## src/rtl/task3_multiplier.sv

```systemverilog
// Sequential unsigned shift-and-add multiplier, one multiplier bit per clock.
// Optional macro TASK3_ZERO_SKIP_EN ends the operation once no set multiplier bits remain.
module task3_multiplier #(
  parameter int WIDTH = 4
) (
  input  logic               clk,
  input  logic               rst_n,
  input  logic               start,
  input  logic [WIDTH-1:0]   A,
  input  logic [WIDTH-1:0]   B,
  output logic [2*WIDTH-1:0] P,
  output logic               busy,
  output logic               done
);

  localparam int CNT_W = (WIDTH > 1) ? $clog2(WIDTH) : 1;

  typedef enum logic {IDLE, BUSY} state_t;

  state_t             state;
  logic [2*WIDTH-1:0] mcand;
  logic [2*WIDTH-1:0] acc;
  logic [2*WIDTH-1:0] acc_next;
  logic [WIDTH-1:0]   mplier;
  logic [CNT_W-1:0]   cnt;
  logic               last_iter;

  function automatic logic [2*WIDTH-1:0] partial_product(
    input logic [2*WIDTH-1:0] m,
    input logic               bit0,
    input logic [CNT_W-1:0]   sh
  );
    return bit0 ? (m << sh) : '0;
  endfunction

  always_comb begin
    acc_next = acc + partial_product(mcand, mplier[0], cnt);
`ifdef TASK3_ZERO_SKIP_EN
    // Stop as soon as the bits still to be shifted in are all zero.
    last_iter = (int'(cnt) == WIDTH - 1) || ((mplier >> 1) == '0);
`else
    last_iter = (int'(cnt) == WIDTH - 1);
`endif
  end

  always_ff @(posedge clk or negedge rst_n) begin
    if (!rst_n) begin
      state  <= IDLE;
      mcand  <= '0;
      mplier <= '0;
      acc    <= '0;
      cnt    <= '0;
      P      <= '0;
      busy   <= 1'b0;
      done   <= 1'b0;
    end else begin
      case (state)
        IDLE: begin
          done <= 1'b0;
          if (start) begin
            mcand  <= {{WIDTH{1'b0}}, A};
            mplier <= B;
            acc    <= '0;
            cnt    <= '0;
            busy   <= 1'b1;
            state  <= BUSY;
          end
        end
        BUSY: begin
          acc    <= acc_next;
          mplier <= mplier >> 1;
          cnt    <= cnt + 1'b1;
          if (last_iter) begin
            P     <= acc_next;
            done  <= 1'b1;
            busy  <= 1'b0;
            state <= IDLE;
          end
        end
        default: state <= IDLE;
      endcase
    end
  end

endmodule

```

## config.mk

```make
export PLATFORM = sky130hd
export DESIGN_NAME = task3_multiplier
export DESIGN_NICKNAME = d
export VERILOG_FILES = /design/src/rtl/task3_multiplier.sv
export SDC_FILE = /design/constraint.sdc
export NUM_CORES = 1
export LEC_CHECK = 0
export ABC_AREA = 1
export CAP_MARGIN = 40
export CELL_PAD_IN_SITES_DETAIL_PLACEMENT = 0
export CELL_PAD_IN_SITES_GLOBAL_PLACEMENT = 1
export CORE_MARGIN = 4
export CORE_UTILIZATION = 40
export DETAILED_ROUTE_END_ITERATION = 12
export PLACE_DENSITY = 0.78
export SLEW_MARGIN = 15
export SYNTH_ARGS = -nofsm -noshare
export SYNTH_HDL_FRONTEND = slang
export SYNTH_SLANG_ARGS = --single-unit
```

## constraint.sdc

```tcl
create_clock -name clk -period 2.2 [get_ports clk]
set_input_delay 0.55 -clock clk [delete_from_list [all_inputs] [get_ports clk]]
set_output_delay 0.55 -clock clk [all_outputs]
set_load 0.02 [all_outputs]
```

==> metrics.yaml <==
cts:
  cts_resized: 0
  cts_made_buffers: 5
  cts-root-buf: "clkbuf_8"
  clk_latency_ps: 280
  cts_tree: "yes"
  cts_hold_buffers: 0
  clockBufferDepth: 2
  postCtsSetupBuffers: 0
  cts.htree.levels: 2
  clkTransAtPathRegs_ps: 60
  cts_sinks: 29
setup_path:
  r2r-end: "acc[6]"
  worst-setup-path-type: "reg2reg"
  rr_worst_depth: 11
  arrival_ps: 2100
  start_kind: "flop"
  cp_data_required_time_ps: 2370
  critPathMaxFanout: 5
  cp-end-kind: "flop"
  rrSetupSlack_ps: 270
  r2r_start: "cnt[1]"
placement:
  gp_congestion: 0.802
  place_area_sq_um: 1790
  dp_hpwl_um: 2330
  place_ws_ps: 219
  placement.io_buffers: 20
  placed_cells: 249
logic_synthesis:
  synth_nets: 202
  synth_edf_count: 0
  synth_most_common_cell: "nand2_1"
  netlist_area_sq_um: 1530
  ys.flop_type: "dfrtp_1"
  yosysSeqAreaShare: 0.474
  synth_top_area_share: 0.474
  synth_common_cells: "nand2_1, dfrtp_1, nand3_1, inv_1, ha_1"
  synth_seq_cells: 29
  synth_area_leaders: "dfrtp_1, nand2_1, nand3_1"
  synth.distinct_cells: 22
  yosysTopAreaCell: "dfrtp_1"
  synthArstFlopShare: 1.00
  avgSynthCellArea_sq_um: 8.41
  synth_cells: 182
  synth_warnings: 0
sta:
  rsz0062_at_grt: "false"
  finalMaxSlewViolations: 0
  max_freq_mhz: 519
  postLayoutSetupSlackWorst_ps: 274
  relSlewSlack: 0.702
  worst_pin_slew_ps: 448
  min_period_ps: 1930
  tns_ps: 0
  finalSetupViolations: 0
  fin_skew_ps: 2.62
  hold_viol_final: 0
  whs_ps: 474
  min_period_over_period: 0.876
cells_and_area:
  drive_gt1_frac: 0.0913
  diodes: 0
  final_area_sq_um: 1880
  num-fill-cells: 399
  fin_cells: 256
  area_delta_synth_final_pct: 22.7
  finish.utilization: 0.509
  final_nets: 228
grt:
  grt_max_degree: 30
  grt_overflow: 0
  grt_pass1_wl_um: 5680
  grt_pass1_vias: 1296
  grt_usage: 0.146
  grt_antenna_before_repair: 0
min_path:
  hold_depth: 2
  hp-class: "reg2reg"
  hp-start: "P[4]"
  min_to: "P[4]"
route:
  drt-total-wl_um: 3070
  drt-pass1-iter-count: 4
  ant_nets: 0
  via_per_inst: 4.82
  avgRoutedWirePerCell_um: 12.0
  num_vias: 1235
  route.detailed.drc: 0
  drt_iter0_markers: 42
floorplan:
  coreArea_sq_um: 3690
  initial_core_util: 0.415
  io_pins: 21
  rows: 22
  die_h_um: 69.9
  fp.dieArea_sq_um: 4880
  die_x_um: 69.9
power_and_ir_drop:
  combPwrFrac: 0.447
  p_per_area_nw_per_um2: 1330
  power_switching_uw: 989
  power.internal_mw: 1.51
  clockPowerShare: 0.175
  p_leak_nw: 0.984
  vdd_drop_max_mv: 0.639
  switching_share: 0.395
  seq_power_share: 0.378
  total_power_mw: 2.50
run:
  cap_violations: 0
status:
  status: "finished clean"
==> flip-flops by register name (all words and copies together), names as in the netlist <==
name    cells
busy        1
acc         8
state       1
mcand       4
cnt         2
P           8
mplier      4
done        1
==> cell usage in the layout (no fill, tap or decap), drive strengths merged, types with 3 or more instances in the layout <==
master         Yosys  routed
ha                 8       8
mux2               4       4
nand2             65      65
nor2               8       8
nand3             25      25
o22ai              3       3
buf                4       3
o21ai              7       7
inv               18      18
a21oi              3       3
clkbuf             0       7
clkdlybuf4s50      0      20
mux2i              3       3
dfrtp             29      29
==> worst max-delay path, stage by stage, from the launching register on <==
cell and delay (ps):
dfrtp_1 380, inv_1 50, nand2_1 130, nor2_1 70, ha_1 210, fa_1 400, nand2_1 70, nand3_1 110
nand3_1 120, nand3_1 100, nand3_1 100, nand2_1 50
==> metal layers <==
layer | up-vias | global-route usage | wire length, um
li1 | 641 | - | -
met1 | 570 | 0.185 | 1520
met2 | 19 | 0.221 | 1340
met3 | 5 | 0.0532 | 142
met4 | 0 | 0.0702 | 65
met5 | - | 0 | 0
==> power by group through the flow <==
stage                     clock (mW)  sequential, mW  combinational (mW)
after floorplan                    0           0.983               0.734
after global placement             0           0.951                1.11
after detailed placement           0           0.952                1.13
after CTS                      0.453           0.947                1.13
after global routing           0.472           0.988                1.27
final                          0.438           0.946                1.12
==> final cells by class <==
class / count / area [sq um] / area share
inverter: 18 / 67.6 / 0.0360
multi-input combinational: 131 / 716 / 0.381
sequential: 29 / 727 / 0.387
timing repair buffer: 23 / 223 / 0.119
clock buffer: 7 / 86.3 / 0.0459
tap: 48 / 60.1 / 0.0320
==> worst max path at each step <==
stage	from	endpoint	slack [ps]
6_report	cnt[1]	acc[6]	270
5_1_grt	cnt[0]	acc[6]	60
4_1_cts	cnt[0]	acc[6]	220
3_5_place_dp	cnt[0]	acc[6]	220
3_3_place_gp	cnt[0]	acc[6]	270
2_1_floorplan	cnt[0]	P[6]	400
==> cells by family after synthesis <==
| logic type | synth area share |
|---|---|
| buffers and inverters | 0.0588 |
| multiplexers | 0.0588 |
| flip-flops | 0.474 |
| XOR/XNOR | 0.00572 |
| adder cells (fa/ha/maj) | 0.0784 |
| AND/OR/NAND/NOR | 0.275 |
| AO/OA/AOI/OAI | 0.0498 |
No activity file was read; power rests on OpenSTA's default activity.
